[config.mk]
export PLATFORM = sky130hd
export DESIGN_NAME = vga_timing_gen
export DESIGN_NICKNAME = d
export VERILOG_FILES = /design/src/rtl/vga_pkg.sv /design/src/rtl/vga_timing_gen.sv
export SDC_FILE = /design/constraint.sdc
export NUM_CORES = 1
export LEC_CHECK = 0
export ABC_AREA = 0
export CAP_MARGIN = 20
export CORE_ASPECT_RATIO = 1.1
export CORE_MARGIN = 4
export CORE_UTILIZATION = 40
export DETAILED_ROUTE_END_ITERATION = 10
export PLACE_DENSITY_LB_ADDON = 0.2
export SLEW_MARGIN = 20
export SYNTH_ARGS = -nofsm -noshare
export SYNTH_HDL_FRONTEND = slang
export SYNTH_SLANG_ARGS = --single-unit
export TNS_END_PERCENT = 5
[constraint.sdc]
create_clock -name vga_clk -period 4.1 [get_ports vga_clk]
set_input_delay 1.23 -clock vga_clk [delete_from_list [all_inputs] [get_ports vga_clk]]
set_output_delay 1.23 -clock vga_clk [all_outputs]
set_load 0.05 [all_outputs]
[src/rtl/vga_pkg.sv]
// Shared VGA timing constants and coordinate type for the timing generator and
// for downstream sprite/ROM address logic that consumes DrawX/DrawY.
package vga_pkg;

  localparam int unsigned COORD_W = 10;
  typedef logic [COORD_W-1:0] coord_t;

  // 640x480 @ 60 Hz industry timing
  localparam int unsigned H_VISIBLE = 640;
  localparam int unsigned H_FP      = 16;
  localparam int unsigned H_SYNC    = 96;
  localparam int unsigned H_BP      = 48;
  localparam int unsigned H_TOTAL   = H_VISIBLE + H_FP + H_SYNC + H_BP;

  localparam int unsigned V_VISIBLE = 480;
  localparam int unsigned V_FP      = 10;
  localparam int unsigned V_SYNC    = 2;
  localparam int unsigned V_BP      = 33;
  localparam int unsigned V_TOTAL   = V_VISIBLE + V_FP + V_SYNC + V_BP;

  // Half-open window test lo <= v < hi, shared by the sync and blank decodes.
  function automatic logic in_window(input coord_t v, input coord_t lo, input coord_t hi);
    return (v >= lo) && (v < hi);
  endfunction

endpackage

[src/rtl/vga_timing_gen.sv]
// VGA raster timing generator: pixel/line counters with registered, zero-skew
// sync and display-enable outputs plus a frame-end strobe and frame counter.
module vga_timing_gen
  import vga_pkg::coord_t;
  import vga_pkg::in_window;
#(
  parameter int unsigned H_VISIBLE = vga_pkg::H_VISIBLE,
  parameter int unsigned H_FP      = vga_pkg::H_FP,
  parameter int unsigned H_SYNC    = vga_pkg::H_SYNC,
  parameter int unsigned H_BP      = vga_pkg::H_BP,
  parameter int unsigned V_VISIBLE = vga_pkg::V_VISIBLE,
  parameter int unsigned V_FP      = vga_pkg::V_FP,
  parameter int unsigned V_SYNC    = vga_pkg::V_SYNC,
  parameter int unsigned V_BP      = vga_pkg::V_BP
) (
  input  logic       vga_clk,
  input  logic       reset,
  input  logic       pix_en,
  output coord_t     DrawX,
  output coord_t     DrawY,
  output logic       hs,
  output logic       vs,
  output logic       blank,
  output logic       frame_end,
  output logic [7:0] frame_count
);

  localparam int unsigned H_TOTAL = H_VISIBLE + H_FP + H_SYNC + H_BP;
  localparam int unsigned V_TOTAL = V_VISIBLE + V_FP + V_SYNC + V_BP;

  localparam coord_t H_LAST     = coord_t'(H_TOTAL - 1);
  localparam coord_t V_LAST     = coord_t'(V_TOTAL - 1);
  localparam coord_t H_ACT_END  = coord_t'(H_VISIBLE);
  localparam coord_t V_ACT_END  = coord_t'(V_VISIBLE);
  localparam coord_t HS_START   = coord_t'(H_VISIBLE + H_FP);
  localparam coord_t HS_END     = coord_t'(H_VISIBLE + H_FP + H_SYNC);
  localparam coord_t VS_START   = coord_t'(V_VISIBLE + V_FP);
  localparam coord_t VS_END     = coord_t'(V_VISIBLE + V_FP + V_SYNC);

  coord_t x_next;
  coord_t y_next;
  logic   x_last;
  logic   y_last;

  assign x_last = (DrawX == H_LAST);
  assign y_last = (DrawY == V_LAST);

  // NOTE: every always_comb output gets a default first so no path can leave it
  // unassigned; an incomplete if/else here would infer a latch.
  always_comb begin
    x_next = DrawX;
    y_next = DrawY;
    if (pix_en) begin
      if (x_last) begin
        x_next = '0;
        y_next = y_last ? '0 : DrawY + 1'b1;
      end else begin
        x_next = DrawX + 1'b1;
      end
    end
  end

  assign frame_end = !reset && pix_en && x_last && y_last;

  // Sync and blank are decoded from the next position, so they leave the flops
  // on the same edge as the coordinates they describe.
  // NOTE: sequential state uses non-blocking assignments only, so every flop
  // samples the pre-edge values regardless of statement order.
  always_ff @(posedge vga_clk) begin
    if (reset) begin
      DrawX       <= '0;
      DrawY       <= '0;
      hs          <= 1'b1;
      vs          <= 1'b1;
      blank       <= 1'b1;
      frame_count <= '0;
    end else begin
      DrawX <= x_next;
      DrawY <= y_next;
      hs    <= !in_window(x_next, HS_START, HS_END);
      vs    <= !in_window(y_next, VS_START, VS_END);
      blank <= (x_next < H_ACT_END) && (y_next < V_ACT_END);
      if (frame_end) begin
        frame_count <= frame_count + 8'd1;
      end
    end
  end

endmodule

== After elaboration in Yosys (flattened, before gate mapping) ==
Cells that the tools add are included.

* Flip-flop bits (word level): 31
* Input port bits: 3
* Output and inout bits: 32
* Logic and storage cells: 31

* Add/sub/neg operators: 3
* $lt $le $gt $ge: 6
* Equality and inequality tests: 2
* Muxes and demuxes: 5
* Reductions and logical operators: 9

{| class="wikitable"
|+ Operators by type and width
! kind !! count
|-
| 2-to-1 mux 10 bit || 5
|-
| adder 10 x 1 -> 10 bit, second input constant || 2
|-
| equality test 10 bit, second input constant || 2
|-
| < comparator 10 bit, second input constant || 2
|-
| < comparator 10 x 9 -> 1 bit, second input constant || 2
|-
| >= comparator 10 bit, second input constant || 1
|-
| >= comparator 10 x 9 -> 1 bit, second input constant || 1
|-
| adder 8 x 1 -> 8 bit, second input constant || 1
|-
| logical AND 1 bit || 6
|-
| zero test 1 bit || 3
|}

== Depth between registers and ports, before layout ==
Gate-level depths: netlist of run 1.

* Depth after elaboration: 7
* Depth in mapped cells: 8
* Depth with buffers taken out: 7

== Least setup slack after synthesis of run 1 ==
Ideal clock, no wire load.

* Kind: input -> output
* From: input pix_en
* To: output frame_end
* Arrival: 3.476 ns
* Data required time: 2.870 ns
* Slack: -0.606 ns
* Stages on the path: 6
* Buffers on the path: 3
* Cells stage by stage: clkbuf_1 and4_1 buf_2 nand3_1 clkbuf_1 nor3_1

* Longest elaborated chain between the ends: 3

{| class="wikitable"
|+ Ends and longest elaborated chain
! element !! RTL line !! source
|-
| from (decl) || vga_timing_gen.sv:18 || <nowiki>input logic pix_en,</nowiki>
|-
| logical AND 1 bit (3 in series) || vga_timing_gen.sv:63 || <nowiki>assign frame_end = !reset && pix_en && x_last && y_last;</nowiki>
|-
| to (decl) || vga_timing_gen.sv:24 || <nowiki>output logic frame_end,</nowiki>
|}

Every way passes these cells.

== Worst setup path after layout of run 1 ==
Same ends and word-level chain as after synthesis.

==> results of run 1 <==
[power by group through the flow]
stage | clock (mW) | combinational, mW | sequential [mW]
global route | 0.262 | 0.0288 | 0.306
CTS | 0.249 | 0.0268 | 0.306
floorplan | 0 | 0.0106 | 0.320
detailed placement | 0 | 0.0268 | 0.313
global placement | 0 | 0.0267 | 0.313
finish | 0.239 | 0.0266 | 0.306
[how the worst max path moves through the flow]
stage | cells after the start | slack, ns | to | startpoint
after global routing | 5 | 0.31 | frame_end | pix_en
after global placement | 5 | 0.44 | frame_end | pix_en
after CTS | 5 | 0.41 | frame_end | pix_en
after detailed placement | 5 | 0.44 | frame_end | pix_en
after floorplan | 6 | 0.05 | frame_end | pix_en
final | 5 | 0.42 | frame_end | pix_en
[per-stage QoR]
step	cells	total power, mW	utilization	cell area (µm²)
floorplan	213	0.3304	-	1754
global placement	287	0.3395	0.5214	2130
detailed placement	287	0.3395	0.5214	2130
CTS	294	0.5815	0.5429	2217
global route	294	0.5971	0.5429	2217
finish	294	0.5718	0.5429	2217
[flip-flops by register name, indices dropped and copies added (netlist names)]
name	cells
blank	1
hs	1
vs	1
frame_count	8
DrawX	10
DrawY	10
[final cells by class]
cell class	count	area [µm²]
inverter	5	18.77
clock inverter	1	5.005
clock buffer	6	82.58
sequential	31	620.6
timing repair buffer	38	380.4
fill	435	1867
multi-input combinational	161	1045
tap	52	65.06
[cells by family (layout without fill, tap and decap cells)]
group,Yosys count,in the layout,share of synthesized area
simple gates,103,103,0.3424
compound gates,36,36,0.1278
flops,31,31,0.3561
buf+inv,21,50,0.05097
xor+xnor,14,14,0.07035
fa+ha+maj,4,4,0.02872
mux,4,4,0.02369
[worst min-delay path: cells and delay by family, from the launching register on]
kind	cells	cell delay [ns]
flip-flops	1	0.33
AO/OA/AOI/OAI	2	0.14
[placed cells by master (no fill, tap or decap), types with 3 or more instances in the layout]
cell type        netlist  layout
dfxtp_1               31      31
xnor2_1                9       9
nor4_4                 3       3
nor4_1                 3       3
o21ai_0               11      11
nor3_1                 6       5
buf_4                  0       4
ha_1                   4       4
o211ai_1               3       3
nor3b_1                3       3
clkdlybuf4s50_1        0      33
clkbuf_8               0       6
nand3_1               12      12
and3_1                 3       3
nand4_1                8       8
inv_1                  5       5
a21oi_1               10      10
nand4b_1               3       3
xor2_1                 5       5
mux2i_1                3       3
nand2_1               12      12
nor2_1                33      33
or3_1                  3       3
[layer usage]
metal | vias to the layer above | track usage
met5 | - | 0
met4 | 0 | 0.03947
met3 | 4 | 0.03660
met2 | 31 | 0.2551
met1 | 752 | 0.2065
li1 | 829 | -
==> flow_metrics.py, run 1 <==
metrics = {
    "status": {
        "status": "finished clean",
    },
    "synth": {
        "async_reset_ff_frac": 0,
        "yosys-top-cells-area": "dfxtp_1 (36%), nor2_1 (7.1%), xnor2_1 (4.5%)",
        "yosysSeqAreaShare": 0.3561,
        "synth_enable_flop_cells": 0,
        "synth_top_area_share": 0.3561,
        "synth_flop_cell": "dfxtp_1",
        "yosys-top-cells-count": "nor2_1 (33), dfxtp_1 (31), clkbuf_1 (12), nand2_1 (12), nand3_1 (12)",
        "syn_area_mm2": 0.001743,
        "syn_inst": 213,
        "yosys.area.top_type": "dfxtp_1",
        "yosysWarnings": 0,
        "synth_cell_type_count": 44,
        "synth_most_common_cell": "nor2_1",
        "ys_seq_elements": 31,
        "synthesis.nets": 220,
        "syn_area_per_cell_um2": 8.183,
    },
    "timing": {
        "setup_violations": 0,
        "fin_hold_ws_ns": 0.5129,
        "slew_headroom": 0.6348,
        "fin_crit_ns": 3.683,
        "skew_ns": 0.005075,
        "final-hold-violation-count": 0,
        "report.final.slew_viol_count": 0,
        "fin_setup_tns_ns": 0,
        "rsz0062_at_grt": "no",
        "fin_ws_ns": 0.4169,
        "max_freq_mhz": 271.5,
        "period_share": 0.8983,
        "max_slew.worst_pin.slew_ns": 0.5437,
    },
    "power_and_ir_drop": {
        "pwr-share-clk": 0.418,
        "seqPwrFrac": 0.535,
        "p_int_mw": 0.4445,
        "p_sw_mw": 0.1274,
        "switching_share": 0.2228,
        "peakVddDrop_mv": 0.1649,
        "p_leak_nw": 0.7516,
        "power.density_mw_per_mm2": 257.9,
        "p_comb_frac": 0.046,
    },
    "min_path": {
        "holdPathStages": 2,
        "hold_start": "frame_count[6]$_SDFFE_PP0P_",
        "hold_path_end": "frame_count[6]$_SDFFE_PP0P_",
        "hp-class": "reg -> reg",
    },
    "clock_tree": {
        "clock-sinks": 31,
        "cts_tree": "built",
        "htreeDepth": 2,
        "postCtsSetupBuffers": 0,
        "post_cts_resize_count": 0,
        "cts_buffer_depth": 2,
        "cts_buffers": 5,
        "ctsRootBufferMaster": "clkbuf_8",
        "clock_latency_ns": 0.27,
        "clk_pin_slew_ns": 0.06,
        "ctsHoldBuffers": 0,
    },
    "cells_and_area": {
        "area_growth_pct": 27.21,
        "nNetsFinal": 249,
        "drive_gt1_frac": 0.08264,
        "antenna_cells": 0,
    },
    "routing": {
        "vias_per_cell": 5.497,
        "num_vias": 1616,
        "avgRoutedWirePerCell_um": 13.65,
        "drtIter0Drc": 106,
        "drt-met1-wl_mm": 1.888,
        "met3_length_um": 139,
        "antenna_left": 0,
        "drt_drc_violations_left": 0,
        "top_layer": "met4",
        "wl_mm": 4.014,
        "met2_length_mm": 1.945,
        "first_pass_iters": 4,
    },
    "place": {
        "pre_cts_ws_ns": 0.4351,
        "port_buffers": 34,
        "hpwl_mm": 2.844,
        "place.gp.congestion": 0.8167,
    },
    "global_route": {
        "grt_overflow": 0,
        "grt_pass1_vias": 1473,
        "grt_max_degree": 26,
        "grt_antenna_before_repair": 0,
        "grt_first_pass_wirelength_mm": 7.065,
        "grt_use_total": 0.1564,
    },
    "worst_setup_path": {
        "cpLargestDelayFamily": "buffers and inverters",
        "crit_slowest_cell": "clkdlybuf4s50_1",
        "rrSetupSlack_ns": 1.65,
        "worstSetupPathType": "in -> out",
        "reg2reg_to": "frame_count[6]$_SDFFE_PP0P_",
        "crit_buf_inv": 2,
        "cp_slowest_stage_delay_ns": 0.47,
        "end_kind": "primary output",
        "crit_chain": "clkdlybuf4s50_1 > and4_1 > nand3_1 > nor3_4 > buf_12",
        "r2r_start": "DrawY[1]$_SDFF_PP0_",
        "required_ns": 2.87,
        "crit_fanout": 2,
        "r2r_cells": 7,
        "crit_arrival_ns": 2.45,
        "crit_path_start_kind": "primary input",
    },
    "floorplan": {
        "coreArea_mm2": 0.004084,
        "die_h_um": 77.23,
        "rows": 24,
        "initial_core_util": 0.4268,
        "die_w_um": 70.94,
        "dieArea_mm2": 0.005478,
        "pin_count": 35,
    },
    "run": {
        "cap_viol_max_count": 0,
    },
}
(Power assumes the default switching activity.)
==> run 2, diff against run 1 <==
Settings changed: CORE_UTILIZATION 40 to 51.
==> flow_metrics.py, run 2 (synthesis gave the netlist of run 1 again) <==
metrics = {
    "status": {
        "status": "finished clean",
    },
    "worst_setup_path": {
        "crit_path_start_kind": "flop",
        "crit_slowest_cell": "or4_4",
        "crit_arrival_ns": 2.44,
        "crit_chain": "inv_1 > ha_1 > or4b_4 > or4_4 > nor3_4 > buf_12",
        "crit_fanout": 6,
        "end_kind": "primary output",
        "worstSetupPathType": "reg -> out",
        "cp_slowest_stage_delay_ns": 0.62,
        "required_ns": 2.87,
    },
    "global_route": {
        "met1_usage": 0.2422,
        "grt.busiest_layer": "met2",
        "use_met3": 0.06159,
        "grt_pass1_vias": 1411,
        "grt_use_total": 0.1895,
        "grt_max_degree": 26,
        "grtUsageMet2": 0.2877,
        "grt_first_pass_wirelength_mm": 6.610,
        "grt_antenna_before_repair": 0,
        "grt_overflow": 0,
    },
    "place": {
        "hpwl_mm": 2.712,
        "dp_cells": 271,
        "place.gp.congestion": 0.8165,
        "port_buffers": 34,
    },
    "cells_and_area": {
        "ff_latch_area_um2": 620.6,
        "multi_input_area_mm2": 0.001045,
        "largestRegisters": "DrawX (10), DrawY (10), frame_count (8)",
        "antenna_cells": 0,
        "layout_common_cells": "nor2_1 (33), clkdlybuf4s50_1 (33), dfxtp_1 (31), nand3_1 (12), nand2_1 (12)",
        "num-fill-cells": 317,
        "final_cells": 279,
        "utilization": 0.6538,
        "area_growth_pct": 23.91,
        "nNetsFinal": 249,
        "drive_gt1_frac": 0.07819,
    },
    "timing": {
        "fin_crit_ns": 3.674,
        "max_freq_mhz": 272.1,
        "fin_setup_tns_ns": 0,
        "period_share": 0.8962,
        "rsz0062_at_grt": "no",
        "setup_violations": 0,
        "skew_ns": 0.008403,
        "final-hold-violation-count": 0,
        "slew_headroom": 0.6407,
        "report.final.slew_viol_count": 0,
        "max_slew.worst_pin.slew_ns": 0.5349,
    },
    "power_and_ir_drop": {
        "p_sw_mw": 0.1259,
        "p_int_mw": 0.3793,
        "p_leak_nw": 0.7338,
        "pwr-share-clk": 0.342,
        "peakVddDrop_mv": 0.2296,
        "switching_share": 0.2492,
        "seqPwrFrac": 0.605,
        "power.density_mw_per_mm2": 233.9,
        "p_comb_frac": 0.053,
    },
    "floorplan": {
        "pin_count": 35,
        "initial_core_util": 0.5277,
        "die_w_um": 63.74,
        "rows": 22,
        "dieArea_mm2": 0.004418,
        "die_h_um": 69.31,
        "coreArea_mm2": 0.003303,
    },
    "clock_tree": {
        "cts_buffers": 5,
        "ctsHoldBuffers": 0,
        "clock-sinks": 31,
        "cts_tree": "built",
        "htreeDepth": 2,
        "cts_buffer_depth": 2,
        "ctsRootBufferMaster": "clkbuf_4",
        "clk_pin_slew_ns": 0.10,
        "postCtsSetupBuffers": 0,
        "clock_latency_ns": 0.34,
        "post_cts_resize_count": 0,
    },
    "routing": {
        "antenna_left": 0,
        "avgRoutedWirePerCell_um": 13.73,
        "vias_per_cell": 5.731,
        "first_pass_iters": 4,
        "drt_drc_violations_left": 0,
        "num_vias": 1599,
        "wl_mm": 3.830,
        "drtIter0Drc": 96,
    },
    "run": {
        "cap_viol_max_count": 0,
    },
    "min_path": {
        "hp-class": "reg -> reg",
    },
}
==> run 2: cell types whose count changed in the layout (fill, tap and decap cells not counted) <==
cell | previous run | this run
clkbuf_1 | 0 | 2
clkbuf_4 | 0 | 5
clkbuf_8 | 6 | 0
==> run 2: stage by stage <==
stage	hold WS, ns	cell area (µm²)	worst slack [ns]	power [mW]
floorplan	0.7166	1754	0.04745	0.3304
global placement	0.4903	2110	0.4327	0.3391
detailed placement	0.4924	2110	0.4251	0.3398
CTS	0.5078	2160	0.4022	0.5130
global route	0.5436	2160	0.2966	0.5321
finish	0.5040	2160	0.4255	0.5052
==> run 2: worst paths after layout <==
kind,end,slack (ns),cells past startpoint,startpoint
worst min register to register,frame_count[6]$_SDFFE_PP0P_,0.50,2,frame_count[6]$_SDFFE_PP0P_
worst max-delay path,frame_end,0.43,6,DrawY[1]$_SDFF_PP0_
worst min-delay path,frame_count[6]$_SDFFE_PP0P_,0.50,2,frame_count[6]$_SDFFE_PP0P_
worst max register to register,frame_count[6]$_SDFFE_PP0P_,1.68,7,DrawY[1]$_SDFF_PP0_
==> run 2: layer usage <==
metal  up-vias  part of all wire
met5         -                 0
met4         0             0.020
met3         7             0.047
met2        28              0.48
met1       736              0.45
li1        828                 -
==> run 2: cell type report <==
class,count,area share
Clock buffer,7,0.02086
Clock inverter,1,0.002317
Inverter,5,0.008691
Multi-Input combinational cell,161,0.4838
Sequential cell,31,0.2874
Tap cell,36,0.02086
Timing Repair Buffer,38,0.1761
==> run 2: worst max-delay path, delay by kind of cell (launching register included) <==
family	cells	cell delay, ns
AND/OR/NAND/NOR	3	1.34
adder cells (fa/ha/maj)	1	0.13
flip-flops	1	0.37
buffers and inverters	2	0.25
==> run 2: power groups by stage <==
stage | Sequential (mW) | Combinational [mW] | Clock (mW)
after global routing | 0.306 | 0.0287 | 0.197
after global placement | 0.313 | 0.0265 | 0
final | 0.306 | 0.0268 | 0.173
after floorplan | 0.320 | 0.0106 | 0
after detailed placement | 0.313 | 0.0270 | 0
after CTS | 0.306 | 0.0271 | 0.180
==> run 3, diff against run 2 <==
Settings changed: GPL_TIMING_DRIVEN set to 0.
==> flow_metrics.py, run 3 (synthesis gave the netlist of run 1 again) <==
metrics = {
    "status": {
        "status": "finished clean",
    },
    "routing": {
        "vias_per_cell": 5.696,
        "drtIter0Drc": 76,
        "antenna_left": 0,
        "num_vias": 1646,
        "avgRoutedWirePerCell_um": 13.72,
        "drt_drc_violations_left": 0,
        "first_pass_iters": 4,
        "wl_mm": 3.966,
    },
    "timing": {
        "max_slew.worst_pin.slew_ns": 0.5508,
        "skew_ns": 0.009804,
        "setup_violations": 0,
        "slew_headroom": 0.6328,
        "max_freq_mhz": 253.4,
        "fin_crit_ns": 3.946,
        "report.final.slew_viol_count": 0,
        "final-hold-violation-count": 0,
        "rsz0062_at_grt": "no",
        "fin_setup_tns_ns": 0,
        "period_share": 0.9624,
    },
    "floorplan": {
        "die_w_um": 63.74,
        "coreArea_mm2": 0.003303,
        "pin_count": 35,
        "rows": 22,
        "die_h_um": 69.31,
        "dieArea_mm2": 0.004418,
        "initial_core_util": 0.5277,
    },
    "clock_tree": {
        "clock_latency_ns": 0.34,
        "clk_pin_slew_ns": 0.10,
        "clock-sinks": 31,
        "ctsRootBufferMaster": "clkbuf_4",
        "cts_buffer_depth": 2,
        "cts_buffers": 5,
        "cts_tree": "built",
        "htreeDepth": 2,
    },
    "global_route": {
        "grt_use_total": 0.1931,
        "grt_max_degree": 11,
        "grt_pass1_vias": 1561,
        "grt_first_pass_wirelength_mm": 6.900,
        "grt_overflow": 0,
        "grt_antenna_before_repair": 0,
    },
    "power_and_ir_drop": {
        "fin_total_pwr_mw": 0.5836,
        "p_leak_nw": 0.7594,
        "peakVddDrop_mv": 0.2601,
        "power.density_mw_per_mm2": 264.0,
    },
    "min_path": {
        "hp-class": "reg -> reg",
    },
    "cells_and_area": {
        "area_growth_pct": 26.85,
        "nNetsFinal": 259,
        "multi_input_area_mm2": 0.001050,
        "num-fill-cells": 294,
        "layout_common_cells": "nor2_1 (33), dfxtp_1 (31), clkdlybuf4s50_1 (31), nand2_1 (12)",
        "mostFrequentLayoutCell": "nor2_1",
        "largestRegisters": "DrawX (10), DrawY (10), frame_count (8)",
        "ff_latch_area_um2": 620.6,
        "antenna_cells": 0,
        "drive_gt1_frac": 0.09091,
    },
    "place": {
        "port_buffers": 32,
        "hpwl_mm": 2.919,
        "place.gp.congestion": 0.8455,
    },
    "run": {
        "cap_viol_max_count": 0,
    },
    "worst_setup_path": {
        "required_ns": 2.87,
        "worstSetupPathType": "in -> out",
        "crit_path_start_kind": "primary input",
        "crit_arrival_ns": 2.72,
        "end_kind": "primary output",
        "crit_fanout": 10,
    },
}
==> run 3: worst paths after layout <==
check,endpoint,startpoint,depth (start not counted),slack [ns]
max,frame_end,pix_en,7,0.15
min,frame_count[6]$_SDFFE_PP0P_,frame_count[6]$_SDFFE_PP0P_,2,0.51
max reg2reg,vs$_SDFF_PP1_,DrawX[4]$_SDFF_PP0_,7,1.65
min reg2reg,frame_count[6]$_SDFFE_PP0P_,frame_count[6]$_SDFFE_PP0P_,2,0.51
==> run 3: cell type report <==
cell class | instances | share of cell area
repair buffers | 32 | 0.1437
clock inverters | 2 | 0.01585
multi-input cells | 161 | 0.4748
plain buffers | 16 | 0.03282
well taps | 36 | 0.02037
flip-flops and latches | 31 | 0.2807
inverters | 5 | 0.008489
clock buffers | 6 | 0.02320
==> run 3: repair_timing <==
action	in CTS	in global routing
setup endpoints to repair	1	1
buffers inserted	0	0
endpoints found under the hold margin	0	0
hold buffers	0	0
gates resized for setup	8	2
==> run 3: power by group <==
part	switching [mW]	internal, mW	total [mW]
Clock	0.109	0.144	0.253
Combinational	0.0171	0.00799	0.0251
Sequential	0.00257	0.303	0.306
Total	0.129	0.455	0.584
==> run 3: stage by stage <==
stage / worst slack [ns] / util / area, µm² / instances / hold WS (ns)
after floorplan: 0.04745 / - / 1754 / 213 / 0.7166
final: 0.1540 / 0.6693 / 2211 / 289 / 0.5079
after CTS: 0.04439 / 0.6689 / 2210 / 289 / 0.5156
after global routing: 0.05044 / 0.6693 / 2211 / 289 / 0.5410
after global placement: -0.7518 / 0.6417 / 2120 / 281 / 0.4857
after detailed placement: -0.7530 / 0.6417 / 2120 / 281 / 0.4996
==> run 3: critical path, cell delays in order <==
cell	delay [ns]
clkbuf_2	0.16
and4_1	0.23
buf_2	0.23
nand3_2	0.23
clkbuf_2	0.28
nor3_4	0.14
buf_4	0.21
==> run 3: routing by layer <==
metal | global-route usage | up-vias | part of all wire
li1 | - | 844 | -
met1 | 0.2309 | 757 | 0.45
met2 | 0.3179 | 39 | 0.50
met3 | 0.05835 | 6 | 0.044
met4 | 0.08153 | 0 | 0.013
met5 | 0 | - | 0
==> RTL edit, RTL diff (flow settings as in run 2) <==
The package constant `COORD_W` goes from 10 to 12.
--- a/src/rtl/vga_pkg.sv
+++ b/src/rtl/vga_pkg.sv
@@ -3,5 +3,5 @@
 package vga_pkg;
 
-  localparam int unsigned COORD_W = 10;
+  localparam int unsigned COORD_W = 12;
   typedef logic [COORD_W-1:0] coord_t;
 
Ports: changed (resized DrawX and DrawY); port bits go from 35 to 39. No check against the original RTL was run, so the function may have changed too.
==> RTL edit against run 2 <==
Total power up 34%; die area up 0.57%; synthesized area is 0.65% higher; worst setup slack worse by 0.31 ns; clock skew decreased by 0.0022 ns; wire length grew 3.5%; sequential cell count increased by 4; final area is 7.5% higher; highest routed layer unchanged; largest power group unchanged.
==> RTL edit: results (changes against run 2) <==
status: "completed"
worstReg2RegEnd: "vs$_SDFF_PP1_"
track_usage: 0.190  # +0.000498
grt_max_degree: 25  # -3.8%
seq_area_frac_synth: 0.399  # +0.0434
synth_area_leaders: "dfxtp_1 (40%), xor2_1 (8.0%), xnor2_1 (6.0%)"
drtPass1Iterations: 4  # unchanged
holdPathEnd: "frame_count[5]$_SDFFE_PP0P_"
timing.hold.ws_ns: 0.506  # +0.00195 ns
largestRegisters: "DrawX x12, DrawY x12, frame_count x8"
timing.final.ws_setup_ns: 0.114  # -0.312 ns
met2_usage: 0.307  # +0.0188
syn_nets: 211  # -4.1%
first_iter_violations: 88  # -8.3%
path_clk_slew_ns: 0.10  # about the same
gp_congestion: 0.882  # +8.0%
relSlewSlack: 0.570  # -0.0706
post-place-ws_ns: 0.101  # -0.324 ns
viasPerCell: 5.34  # -6.9%
gr-usage-met3: 0.0632  # +0.00162
grt_pass1_wl_um: 6780  # +2.5%
min_from: "frame_count[5]$_SDFFE_PP0P_"
final_net_count: 254  # +2.0%
clk_path_buf_depth: 2  # unchanged
post-cts-setup-buffer-count: 0  # unchanged
dpl_cell_area_mm2: 0.00222  # +5.3%
r2r_slack_ns: 1.27  # -0.41 ns
fin_cells: 296  # +6.1%
p_leak_nw: 0.847  # +15%
fill_cells: 282  # -11%
r2r_start: "DrawX[0]$_SDFF_PP0_"
cp_data_arrival_time_ns: 2.76  # +0.32 ns
synth_commonest_cells: "dfxtp_1 (35), nor2_1 (27), nand2_1 (16), xor2_1 (16)"
final_layout_size_suffix_gt1_frac: 0.0847  # +0.00649
grt_use_met1: 0.233  # -0.00881
routedWlPerCell_um: 13.4  # -2.5%
netSwitchingFraction: 0.199  # -0.0501
path_max_fanout: 2  # -4
vdd_drop_max_mv: 0.177  # -23%
skew_ns: 0.00619  # -0.00221 ns
numPortBuffers: 38  # +12%
reg2reg_depth: 8  # +1
numCtsBuffers: 5  # unchanged
worst_path_largest_cell_delay_ns: 0.50  # -0.12 ns
dp.cells: 288  # +6.3%
first_global_vias: 1507  # +6.8%
avgSynthCellArea_um2: 8.60  # +5.1%
synth_cell_type_count: 40  # -9.1%
hpwl_um: 2920  # +7.5%
ant_nets: 0  # unchanged
==> RTL edit: kinds of logic (layout without fill, tap and decap cells) <==
family          after synthesis  count (layout)  share of synthesized area
compound gates               21              21                     0.0749
xor+xnor                     28              28                      0.140
fa+ha+maj                     4               4                     0.0285
buf+inv                      13              57                     0.0335
flops                        35              35                      0.399
mux                           2               2                     0.0114
simple gates                101             101                      0.312
==> RTL edit: layer usage <==
metal  wire length (µm)  share of wire
met5                  0              0
met4                 89          0.022
met3                191          0.048
met2               1910           0.48
met1               1770           0.45
==> RTL edit: worst max path at each step <==
stage               startpoint   endpoint  cells after the start
floorplan               pix_en  frame_end                      5
global placement        pix_en  frame_end                      5
detailed placement      pix_en  frame_end                      5
CTS                     pix_en  frame_end                      5
global route            pix_en  frame_end                      5
finish                  pix_en  frame_end                      5
==> RTL edit: layout make-up <==
class | instances | area [µm²] | area share
Clock buffer | 6 | 41.3 | 0.0178
Inverter | 5 | 18.8 | 0.00808
Multi-Input combinational cell | 156 | 1010 | 0.433
Clock inverter | 2 | 60.1 | 0.0259
Timing Repair Buffer | 44 | 435 | 0.187
Tap cell | 48 | 60.1 | 0.0259
Sequential cell | 35 | 701 | 0.302
==> RTL edit: power groups by stage <==
stage | sequential, mW | combinational (mW) | clock [mW]
after floorplan | 0.359 | 0.0104 | 0
after global placement | 0.352 | 0.0271 | 0
after detailed placement | 0.352 | 0.0275 | 0
after CTS | 0.344 | 0.0275 | 0.311
after global routing | 0.345 | 0.0292 | 0.331
final | 0.344 | 0.0272 | 0.305
==> RTL edit: worst min-delay path: cells and delay by family (launching register included) <==
kind,cells,cell delay (ns)
AO/OA/AOI/OAI,2,0.13
flip-flops,1,0.33
